File: config.mk
export PLATFORM = sky130hd
export DESIGN_NAME = bit_serializer
export DESIGN_NICKNAME = d
export VERILOG_FILES = /design/src/rtl/serial_pkg.sv /design/src/rtl/serial_bit_counter.sv /design/src/rtl/bit_serializer.sv
export SDC_FILE = /design/constraint.sdc
export NUM_CORES = 1
export LEC_CHECK = 0
export ABC_AREA = 1
export ABC_CLOCK_PERIOD_IN_PS = 5670
export BUFFER_PORTS_ARGS = -buffer_cell sky130_fd_sc_hd__buf_2
export CORE_ASPECT_RATIO = 0.8
export CORE_MARGIN = 5
export CORE_UTILIZATION = 60
export DETAILED_ROUTE_END_ITERATION = 16
export PLACE_DENSITY = 0.82
export SETUP_SLACK_MARGIN = 0.4
export SLEW_MARGIN = 20
export SYNTH_ARGS = -nofsm -noshare
export SYNTH_HDL_FRONTEND = slang
export SYNTH_HIERARCHICAL = 1
export SYNTH_SLANG_ARGS = --single-unit
File: constraint.sdc
create_clock -name clk -period 5.67 [get_ports clk]
set_clock_uncertainty 0.05 [all_clocks]
set_input_delay 0.2835 -clock clk [delete_from_list [all_inputs] [get_ports clk]]
set_output_delay 0.2835 -clock clk [all_outputs]
set_load 0.005 [all_outputs]
File: src/rtl/serial_pkg.sv
// Shared types and constants for the serial front end of the sequence-detector chain.
package serial_pkg;

  typedef logic [1:0] state_t;

  localparam state_t ST_IDLE  = 2'd0;
  localparam state_t ST_SHIFT = 2'd1;
  localparam state_t ST_GAP   = 2'd2;

  localparam logic        IDLE_BIT_DEFAULT = 1'b0;
  localparam int unsigned WIDTH_DEFAULT    = 8;
  localparam int unsigned CNT_W            = $clog2(WIDTH_DEFAULT);
  localparam int unsigned GAP_W            = 4;

  // Counter width able to hold n-1, never narrower than one bit.
  function automatic int unsigned cnt_w(input int unsigned n);
    return (n < 3) ? 1 : $clog2(n);
  endfunction

endpackage

File: src/rtl/serial_bit_counter.sv
// Loadable down counter; saturates at zero and flags the zero and one states.
module serial_bit_counter #(
  parameter int unsigned W = 3
) (
  input  logic         clk,
  input  logic         rst,
  input  logic         load,
  input  logic [W-1:0] load_val,
  input  logic         en,
  output logic [W-1:0] cnt,
  output logic         zero_c,
  output logic         one_c
);

  always_ff @(posedge clk or negedge rst) begin
    if (!rst) begin
      cnt <= '0;
    end else if (load) begin
      cnt <= load_val;
    end else if (en && (cnt != '0)) begin
      cnt <= cnt - W'(1);
    end
  end

  assign zero_c = (cnt == '0);
  assign one_c  = (cnt == W'(1));

endmodule

File: src/rtl/bit_serializer.sv
// Parallel-to-serial converter: accepts words over valid/ready and emits one bit per clock on x.
module bit_serializer
  import serial_pkg::*;
#(
  parameter int unsigned WIDTH     = WIDTH_DEFAULT,
  parameter bit          MSB_FIRST = 1'b1,
  parameter int unsigned GAP       = 0,
  parameter logic        IDLE_BIT  = IDLE_BIT_DEFAULT
) (
  input  logic             clk,
  input  logic             rst,
  input  logic [WIDTH-1:0] in_data,
  input  logic             in_valid,
  output logic             in_ready,
  output logic             x,
  output logic             x_valid,
  output logic             busy,
  output logic             frame_done
);

  localparam int unsigned BW      = cnt_w(WIDTH);
  localparam bit          HAS_GAP = (GAP != 0);

  state_t           state, state_nxt;
  logic [WIDTH-1:0] shreg, shreg_nxt;
  logic             x_nxt, x_valid_nxt, frame_done_nxt;
  logic             armed;
  logic             accept_c;
  logic             first_bit_c, next_bit_c;
  logic [WIDTH-1:0] load_shreg_c, shift_shreg_c;
  logic             bit_load, bit_en, bit_zero, bit_one;
  logic             gap_load, gap_en, gap_zero, gap_one;
  logic [BW-1:0]    bit_cnt;
  logic [GAP_W-1:0] gap_cnt;

  serial_bit_counter #(.W(BW)) u_bit_cnt (
    .clk      (clk),
    .rst      (rst),
    .load     (bit_load),
    .load_val (BW'(WIDTH - 1)),
    .en       (bit_en),
    .cnt      (bit_cnt),
    .zero_c   (bit_zero),
    .one_c    (bit_one)
  );

  serial_bit_counter #(.W(GAP_W)) u_gap_cnt (
    .clk      (clk),
    .rst      (rst),
    .load     (gap_load),
    .load_val (GAP_W'(GAP)),
    .en       (gap_en),
    .cnt      (gap_cnt),
    .zero_c   (gap_zero),
    .one_c    (gap_one)
  );

  // Ready in IDLE, and on the last bit of a word when words may abut.
  assign in_ready = armed && ((state == ST_IDLE) ||
                              (!HAS_GAP && (state == ST_SHIFT) && bit_zero));
  assign accept_c = in_valid && in_ready;

  assign first_bit_c   = MSB_FIRST ? in_data[WIDTH-1] : in_data[0];
  assign next_bit_c    = MSB_FIRST ? shreg[WIDTH-1]   : shreg[0];
  assign load_shreg_c  = MSB_FIRST ? (in_data << 1)   : (in_data >> 1);
  assign shift_shreg_c = MSB_FIRST ? (shreg << 1)     : (shreg >> 1);

  always_ff @(posedge clk or negedge rst) begin
    if (!rst) begin
      state      <= ST_IDLE;
      shreg      <= '0;
      x          <= IDLE_BIT;
      x_valid    <= 1'b0;
      frame_done <= 1'b0;
      busy       <= 1'b0;
      armed      <= 1'b0;
    end else begin
      state      <= state_nxt;
      shreg      <= shreg_nxt;
      x          <= x_nxt;
      x_valid    <= x_valid_nxt;
      frame_done <= frame_done_nxt;
      busy       <= (state_nxt != ST_IDLE);
      armed      <= 1'b1;
    end
  end

  // Next state plus the next values of the registered outputs.
  always_comb begin
    state_nxt      = state;
    shreg_nxt      = shreg;
    x_nxt          = IDLE_BIT;
    x_valid_nxt    = 1'b0;
    frame_done_nxt = 1'b0;
    bit_load       = 1'b0;
    bit_en         = 1'b0;
    gap_load       = 1'b0;
    gap_en         = 1'b0;
    case (state)
      ST_IDLE: begin
        if (accept_c) begin
          state_nxt   = ST_SHIFT;
          shreg_nxt   = load_shreg_c;
          x_nxt       = first_bit_c;
          x_valid_nxt = 1'b1;
          bit_load    = 1'b1;
        end
      end
      ST_SHIFT: begin
        if (!bit_zero) begin
          shreg_nxt      = shift_shreg_c;
          x_nxt          = next_bit_c;
          x_valid_nxt    = 1'b1;
          frame_done_nxt = bit_one;
          bit_en         = 1'b1;
        end else if (accept_c) begin
          shreg_nxt   = load_shreg_c;
          x_nxt       = first_bit_c;
          x_valid_nxt = 1'b1;
          bit_load    = 1'b1;
        end else if (HAS_GAP) begin
          state_nxt = ST_GAP;
          gap_load  = 1'b1;
        end else begin
          state_nxt = ST_IDLE;
        end
      end
      ST_GAP: begin
        gap_en = !gap_zero;
        if (gap_one || gap_zero) begin
          state_nxt = ST_IDLE;
        end
      end
      default: state_nxt = ST_IDLE;
    endcase
  end

endmodule

## Word-level counts from Yosys, hierarchy flattened

Cells that the tools add are included.
Widths: inputs -> output; s select.

| storage, ports and cells | value |
|---|---|
| register bits after elaboration | 22 |
| word-level logic and storage cells | 54 |
| bits of input ports | 11 |
| output and inout port bits | 5 |

| cells by class | value |
|---|---|
| muxes and demuxes | 23 |
| reductions and logical operators | 16 |
| $add $sub $neg | 2 |
| equal/unequal tests | 4 |

Operators by type and width:

| operator | count |
|---|---|
| $mux 8 | 2 |
| $pmux 8 s2 | 1 |
| $mux 1 | 10 |
| $mux 2 | 4 |
| $mux 3 | 2 |
| $pmux 1 s2 | 3 |
| $pmux 2 s3 | 1 |
| $reduce_bool 2->1 | 3 |
| $logic_and 1x1->1 | 5 |
| $eq 4x1->1 const B | 1 |
| $logic_not 4->1 | 1 |
| $reduce_bool 4->1 | 1 |
| $sub 4x1->4 const B | 1 |
| $eq 3x1->1 const B | 1 |
| $logic_not 3->1 | 1 |
| $reduce_bool 3->1 | 1 |
| $sub 3x1->3 const B | 1 |
| $eq 2x1->1 const B | 1 |
| $eq 2x2->1 const B | 1 |
| $logic_not 2->1 | 1 |
| $logic_or 1x1->1 | 2 |
| $logic_not 1->1 | 1 |

## Longest topological paths before layout

Gate-level depths: netlist of the first run.

| depth | value |
|---|---|
| word-level depth | 9 |
| mapped depth | 13 |
| gate-level depth less buffers | 13 |

## Modules after synthesis

Netlist of the first run, hierarchy kept.

By module, submodules not included:

| module | area each (um2) | times used | sequential area each (um2) | cells an instance |
|---|---|---|---|---|
| bit_serializer | 752.0 | 1 | 375.4 | 92 |
| serial_bit_counter (u_gap_cnt) | 290.3 | 1 | 100.1 | 43 |
| serial_bit_counter (u_bit_cnt) | 236.5 | 1 | 75.1 | 35 |

## Worst setup path before layout of the first run

Ideal clock, no wire load.

| timing path | value |
|---|---|
| kind | register -> register |
| start point | reg u_bit_cnt.cnt[0] |
| end point | reg u_bit_cnt.cnt[2] |
| stages on the path, launching flop included | 14 |
| path slack | 3898 ps |
| setup time | 117 ps |
| required time | 5503 ps |
| path buffers | 0 |
| clock period less this slack | 1772 ps |
| data arrival time | 1606 ps |
| path through | dfrtp_1 -> inv_1 -> ha_1 -> inv_1 -> nor2_1 -> inv_1 -> nand2_1 -> nand3_1 -> inv_1 -> inv_1 -> nand3_1 -> nand2_1 -> nand2_1 -> nand2_1 |

| on the way | value |
|---|---|
| longest elaborated chain between the ends | 9 |
| elaborated cells between the ends (all ways) | 16 |
| those cells by class | add/sub: 1; mux: 7; reduce/logical: 8 |

Ends and longest elaborated chain:

| element | line | source |
|---|---|---|
| start, declared | serial_bit_counter.sv:10 | `output logic [W-1:0] cnt,` |
| start signal, assigned | serial_bit_counter.sv:19 | `cnt <= load_val;` |
| start signal, assigned | serial_bit_counter.sv:21 | `cnt <= cnt - W'(1);` |
| $logic_not 3->1 * | serial_bit_counter.sv:25 | `assign zero_c = (cnt == '0);` |
| named net bit_zero | bit_serializer.sv:31 | `logic bit_load, bit_en, bit_zero, bit_one;` |
| $logic_and 1x1->1 | bit_serializer.sv:60 | `(!HAS_GAP && (state == ST_SHIFT) && bit_zero));` |
| $logic_or 1x1->1 | bit_serializer.sv:59 | `assign in_ready = armed && ((state == ST_IDLE) \|\|` |
| $logic_and 1x1->1 | bit_serializer.sv:59 |  |
| $logic_and 1x1->1 | bit_serializer.sv:61 | `assign accept_c = in_valid && in_ready;` |
| $mux 1 | bit_serializer.sv:101, bit_serializer.sv:116 |  |
| $mux 1 | bit_serializer.sv:110 | `if (!bit_zero) begin` |
| $pmux 1 s2 * | bit_serializer.sv:99 | `case (state)` |
| named net bit_load | bit_serializer.sv:31 |  |
| $mux 3 / $reduce_bool 2->1 (equally long branches) | -- |  |

Mark *: on every way through the listed nets, which the timed path passes. The rest lies on a longest branch. The select of a mux whose other input is x is not followed.
A chain may end at the register's enable or synchronous reset.

## Worst setup path in the final report of the first run

Same ends and word-level chain as after synthesis.

==> impl_metrics.toml, run 1 <==
[synthesis]
ys_top_cells_by_area = "dfrtp_1 (43%), nand2_1 (13%), nor2_1 (8.2%)"
synth_area_um2 = 1280
synth_top_cell_area_share_pct = 43.1
synth_warnings = 6
avgSynthCellArea_um2 = 7.52
synth-seq-cells = 22
synth-seq-area-share_pct = 43.1
post_synth_num_cell_types = 23
synthCells = 170
synth_area_leader_cell = "dfrtp_1"

[cts]
cts_root_buffer = "clkbuf_4"
cts_tree = "built"
clkTransAtPathRegs_ns = 0.11
cts_max_level = 1
clkSinkCount = 22
clkLatencyLatePin_ns = 0.29
post_cts_resized = 0
cts_buffers = 3
cts_buffer_depth = 2

[global_route]
met1_usage_pct = 22.3
grt_pass1_wl_um = 4060
grtUsageTotal_pct = 17.2
met3_usage_pct = 4.80
grt_overflow_total = 0
grt_max_degree = 23
antenna_found_initial = 0
grt_busiest_layer = "met2"
grt_pass1_vias = 1030
use_met2_pct = 27.9

[setup_path]
worstPathArrival_ns = 2.18
crit_type = "reg -> reg"
end_kind = "flop"
cpMostUsedCell = "inv_1"
cp-start-kind = "flop"
path_delay_family = "simple AND/OR/NAND/NOR gates"
slowest_delay_ns = 0.43
critical_path_buf_inv_count = 5
cp_max_fo = 7
critical_path.slowest_cell = "dfrtp_1"
path_cells = "inv_1 > ha_1 > inv_1 > nor2_1 > inv_1 > nand2_1 > nand3_1 > inv_1 > inv_1 > nand3_1 > nand2_1 > nand2_1 > nand2_1"
worstPathRequired_ns = 5.82

[floorplan]
core-area_um2 = 2100
row_count = 15
dieArea_um2 = 3160
start_util_pct = 60.8
design.portCount = 16
die_y_um = 51.3
die_w_um = 61.6

[power]
power.density_nw_per_um2 = 412
pwr-share-clk_pct = 11.2
p_int_mw = 0.341
p_switching_mw = 0.257
p_seq_share_pct = 40.9
fin_total_pwr_mw = 0.598
combPwrFrac_pct = 47.9
leakage_nw = 0.814
switching_share_pct = 43.0
peakVddDrop_uv = 295

[layout]
drive_gt1_share_pct = 17.5
finish.utilization_pct = 69.0
layout.nets = 218
antenna_cells = 0
final_cells = 225
area_delta_synth_final_pct = 13.5

[sta]
finalCriticalPeriod_ns = 2.03
whs_ns = 0.131
tightest_slew_ns = 0.511
fmax_mhz = 492
relSlewSlack_pct = 65.9
rsz0062_at_grt = "no"
fin_crit_sh_pct = 35.9
setup_viol = 0
finalSetupTns_ns = 0
finalMaxSlewViolations = 0
hold_viol_final = 0

[drt]
routed_wl_um = 2320
ant_nets = 0
via_per_inst = 4.74
drt_iter0_markers = 26
first_pass_iters = 4
wl_per_cell_um = 10.3
route.detailed.drc = 0
vias = 1066

[place]
place.gp.congestion = 0.827
dpl.hpwl_um = 1880
place_inst = 221
portBuffers = 15

[run_status]
status = "completed"

[job]
drv_cap = 0

[worst_hold_path]
hold_class = "in -> reg"
## cell usage after synthesis
master and count:
ha_1 5, inv_1 23, nor2_4 2, or2_0 3
o21ai_2 1, nand2_4 2, nand4_1 5, nor3_2 1
nand2_2 4, nor2_1 28, nand3_1 12, nor2_2 1
conb_1 2, nor3_1 1, nand3_2 1, nand3_4 1
inv_2 4, o21ai_0 5, buf_6 1, nand2_1 43
o21ai_1 2, dfrtp_1 22, or2_1 1
## routing by layer
metal / up-vias / routed length, µm
met1: 467 / 1100
met4: 0 / 39
met5: - / 0
met3: 6 / 80
li1: 574 / -
met2: 19 / 1090
## worst register-to-register path, delay by kind of cell, from the launching register on
kind / cells / cell delay, ns
buffers and inverters: 5 / 0.53
adder cells (fa/ha/maj): 1 / 0.15
flip-flops: 1 / 0.43
AND/OR/NAND/NOR: 7 / 0.78
## power by group through the flow
stage	Clock [mW]	Sequential, mW	Combinational [mW]
2_1_floorplan	0	0.244	0.215
3_3_place_gp	0	0.245	0.276
3_5_place_dp	0	0.249	0.287
4_1_cts	0.0700	0.246	0.289
5_1_grt	0.0763	0.250	0.333
6_report	0.0668	0.245	0.286
## worst paths after layout
| kind | from | end | slack, ns | cells after the start |
|---|---|---|---|---|
| setup / recovery | u_bit_cnt/cnt[0]$_DFFE_PN0P_ | u_bit_cnt/cnt[2]$_DFFE_PN0P_ | 3.64 | 13 |
| hold reg to reg | shreg[7]$_DFFE_PN0P_ | x$_DFF_PN0_ | 0.44 | 2 |
| max in group asynchronous | rst | state[0]$_DFF_PN0_ | 4.82 | 2 |
| min in group asynchronous | rst | u_bit_cnt/cnt[2]$_DFFE_PN0P_ | 0.42 | 2 |
| setup reg to reg | u_bit_cnt/cnt[0]$_DFFE_PN0P_ | u_bit_cnt/cnt[2]$_DFFE_PN0P_ | 3.64 | 13 |
| hold / removal | in_data[7] | x$_DFF_PN0_ | 0.13 | 3 |
## repair_timing
action	in CTS	in global routing
setup buffers	0	0
endpoints found under the hold margin	22	0
endpoints found under the setup margin	0	0
hold buffers	1	0
## per-stage QoR
stage	instance area [µm²]	setup WS, ns
6_report	1450	3.64
5_1_grt	1450	3.39
4_1_cts	1450	3.63
3_5_place_dp	1420	3.65
3_3_place_gp	1420	3.76
2_1_floorplan	1320	3.90
## cell usage in the layout, fill, tap and decap left out
cell	count
dlygate4sd3_1	1
nand2_1	43
nor2_4	2
nor3_1	1
dfrtp_1	22
o21ai_1	2
or2_0	3
inv_1	23
inv_2	4
nand3_2	1
o21ai_2	1
ha_1	5
buf_2	15
nor3_2	1
o21ai_0	5
nor2_2	1
nand2_4	2
nand4_1	5
nand3_4	1
nor2_1	28
nand2_2	4
nand3_1	12
conb_1	14
clkbuf_4	3
or2_1	1
## registers in the layout, summed over array words and instances (netlist names)
name and cells:
busy 1, shreg 8, x 1, armed 1
frame_done 1, u_gap_cnt/cnt 4, u_bit_cnt/cnt 3, state 2
x_valid 1
## cells by family (layout without fill, tap and decap cells)
kind of cell               Yosys count  after routing  synth area share [%]
buffers and inverters               28             46                  8.81
and+or+nand+nor                    105            105                  39.2
AOI/OAI and AO/OA                    8              8                  3.42
other                                2             14                 0.587
DFF                                 22             22                  43.1
adders and majority gates            5              5                  4.89
## layout make-up
type                       count  area [µm²]
multi-input combinational    132         661
fill                         191         651
sequential                    22         551
inverter                      27         101
timing repair buffer          16        85.1
tap                           25        31.3
clock buffer                   3        22.5
No activity file was read; power rests on OpenSTA's default activity.
==> run 2: changes to the inputs <==
Settings changed: ABC_AREA 1 to 0, ABC_CLOCK_PERIOD_IN_PS 5670 to 1900, CORE_UTILIZATION 60 to 55, PLACE_DENSITY 0.82 to 0.77.
Clock period 5.67 ns to 1.9 ns, I/O delays scaled along.
==> run 2 against run 1 <==
  * Critical endpoint is now u_gap_cnt/cnt[3]$_DFFE_PN0P_
  * Synthesized cell count down 39%
  * Largest power group unchanged
  * Final area grew 16%
  * Total power grew to 3.8 times the previous value
  * The flow now finishes with violations (setup timing)
==> impl_metrics.toml, run 2 <==
[floorplan]
start_util_pct = 58.5
dieArea_um2 = 3020
core-area_um2 = 1890
design.portCount = 16
die_w_um = 60.2
die_y_um = 50.1
row_count = 14

[setup_path]
worstPathRequired_ns = 2.12
cp_max_fo = 2
crit_type = "reg -> reg"
path_delay_family = "simple AND/OR/NAND/NOR gates"
worstPathArrival_ns = 2.51
slowest_delay_ns = 0.48
cpMostUsedCell = "inv_2"
path_cells = "inv_2 > ha_4 > or3b_4 > inv_2 > nor2_4 > nand2_2 > inv_2 > or4b_4 > or3_4 > a2bb2oi_2"
critical_path.slowest_cell = "or4b_4"
end_kind = "flop"
cp-start-kind = "flop"
critical_path_buf_inv_count = 3

[job]
drv_cap = 0

[synthesis]
synth-seq-area-share_pct = 49.7
synth_area_leader_cell = "dfrtp_1"
synth_warnings = 6
synthArstFlopShare_pct = 100
synth_common_cells = "dfrtp_1 (22), nand2_1 (10), inv_1 (9), nand2b_1 (7), o221a_1 (7)"
synthMuxAreaShare_pct = 0
synth_edf_count = 0
synth_top_cell_area_share_pct = 49.7
ys_top_cells_by_area = "dfrtp_1 (50%), o221a_1 (7.1%), ha_1 (5.6%)"
synthCells = 104
synth-seq-cells = 22
synth_adder_area_share_pct = 5.65
synth_flop_cell = "dfrtp_1"
yosysMostFrequentCell = "dfrtp_1"
avgSynthCellArea_um2 = 10.6
synth_top_family_by_area = "simple AND/OR/NAND/NOR gates"
synth_compound_area_share_pct = 18.6
synth_xor_area_share_pct = 0
synth_area_um2 = 1110
post_synth_num_cell_types = 33
synth-simple-area-share_pct = 21.8

[global_route]
grt_overflow_total = 0
grtUsageTotal_pct = 22.9
grt_max_degree = 23
antenna_found_initial = 0
grt_pass1_wl_um = 5020
grt_pass1_vias = 1057

[cts]
clkTransAtPathRegs_ns = 0.14
cts_tree = "built"
cts_max_level = 1
cts_buffers = 3
cts_buffer_depth = 2
clkSinkCount = 22
cts_root_buffer = "clkbuf_4"
clkLatencyLatePin_ns = 0.33

[layout]
final_area_um2 = 1690
final_cells = 197
layout.nets = 190
drive_gt1_share_pct = 46.2
final_cell_mix = "buf_4 (28), dfrtp_1 (22), buf_2 (15), conb_1 (13)"
area_delta_synth_final_pct = 52.3
top_regs = "shreg x8, u_gap_cnt/cnt x4, u_bit_cnt/cnt x3"
largest_register_ffs = 8
layout_commonest_cell = "buf_4"
antenna_cells = 0
regMostFlops = "shreg"
finish.utilization_pct = 89.2

[place]
portBuffers = 15
place_ws_ns = -0.247
place_inst = 166
dpl.hpwl_um = 1810
placed_area_um2 = 1380
place.gp.congestion = 0.835

[drt]
vias = 1187
wl_per_cell_um = 23.0
drt_iter0_markers = 137
ant_nets = 0
routed_wl_um = 4520
via_per_inst = 6.03
first_pass_iters = 5
route.detailed.drc = 0

[sta]
finalMaxSlewViolations = 0
fin_crit_sh_pct = 121
fmax_mhz = 437
finalCriticalPeriod_ns = 2.29
hold_viol_final = 0
setup_viol = 9
rsz0062_at_grt = "yes"
finalSetupTns_ns = -1.80
layout_setup_ws_ns = -0.390

[power]
peakVddDrop_uv = 1010
leakage_nw = 0.827
power.density_nw_per_um2 = 1330

[run_status]
status = "finished, violations left"
violations = "setup timing"

[worst_hold_path]
hold_class = "in -> reg"
==> run 2: per-layer routing <==
metal,wire length [µm],global-route usage [%],vias to the layer above,part of all wire (%)
met5,0,0,-,0
met4,204,2.21,0,4.5
met3,506,8.21,27,11
met2,2070,40.5,94,46
met1,1740,27.7,574,38
li1,-,-,492,-
==> run 2: final cells by class <==
class	count	area [µm²]
multi-input combinational	83	614
clock buffer	4	36.3
inverter	9	38.8
fill	74	205
tap	24	30.0
timing repair buffer	55	417
sequential	22	551
==> run 2: where the power goes <==
part	switching, mW	internal (mW)	total (mW)	leakage [nW]
clock	0.162	0.117	0.280	0.0210
sequential	0.120	0.631	0.752	0.258
combinational	0.625	0.593	1.22	0.547
total	0.908	1.34	2.25	0.827
==> run 2: cell families after synthesis <==
kind of cell    after synthesis
flops                        22
simple gates                 39
buf+inv                      10
compound gates               26
other cells                   2
fa+ha+maj                     5
==> run 2: worst paths after layout <==
kind | start | cells after the start | slack, ns | to
worst min register to register | shreg[0]$_DFFE_PN0P_ | 1 | 0.48 | shreg[0]$_DFFE_PN0P_
max in group asynchronous | rst | 2 | 1.27 | u_gap_cnt/cnt[1]$_DFFE_PN0P_
worst min-delay path | in_data[0] | 2 | 0.0004 | shreg[1]$_DFFE_PN0P_
min in group asynchronous | rst | 2 | 0.18 | frame_done$_DFF_PN0_
worst max-delay path | u_gap_cnt/cnt[1]$_DFFE_PN0P_ | 10 | -0.39 | u_gap_cnt/cnt[3]$_DFFE_PN0P_
worst max register to register | u_gap_cnt/cnt[1]$_DFFE_PN0P_ | 10 | -0.39 | u_gap_cnt/cnt[3]$_DFFE_PN0P_
==> run 2: through the flow <==
step | hold WS, ns | total power [mW]
finish | 0.000431 | 2.25
global route | -0.00544 | 2.31
CTS | 0.00224 | 1.88
detailed placement | 0.0257 | 1.54
global placement | 0.0278 | 1.50
floorplan | -0.251 | 1.29
==> run 2: what timing repair did <==
action | in CTS | in global routing
endpoints found under the hold margin | 24 | 0
resized for setup | 13 | 7
hold buffers | 3 | 0
setup buffers | 14 | 10
pin swaps | 5 | 3
endpoints found under the setup margin | 20 | 21
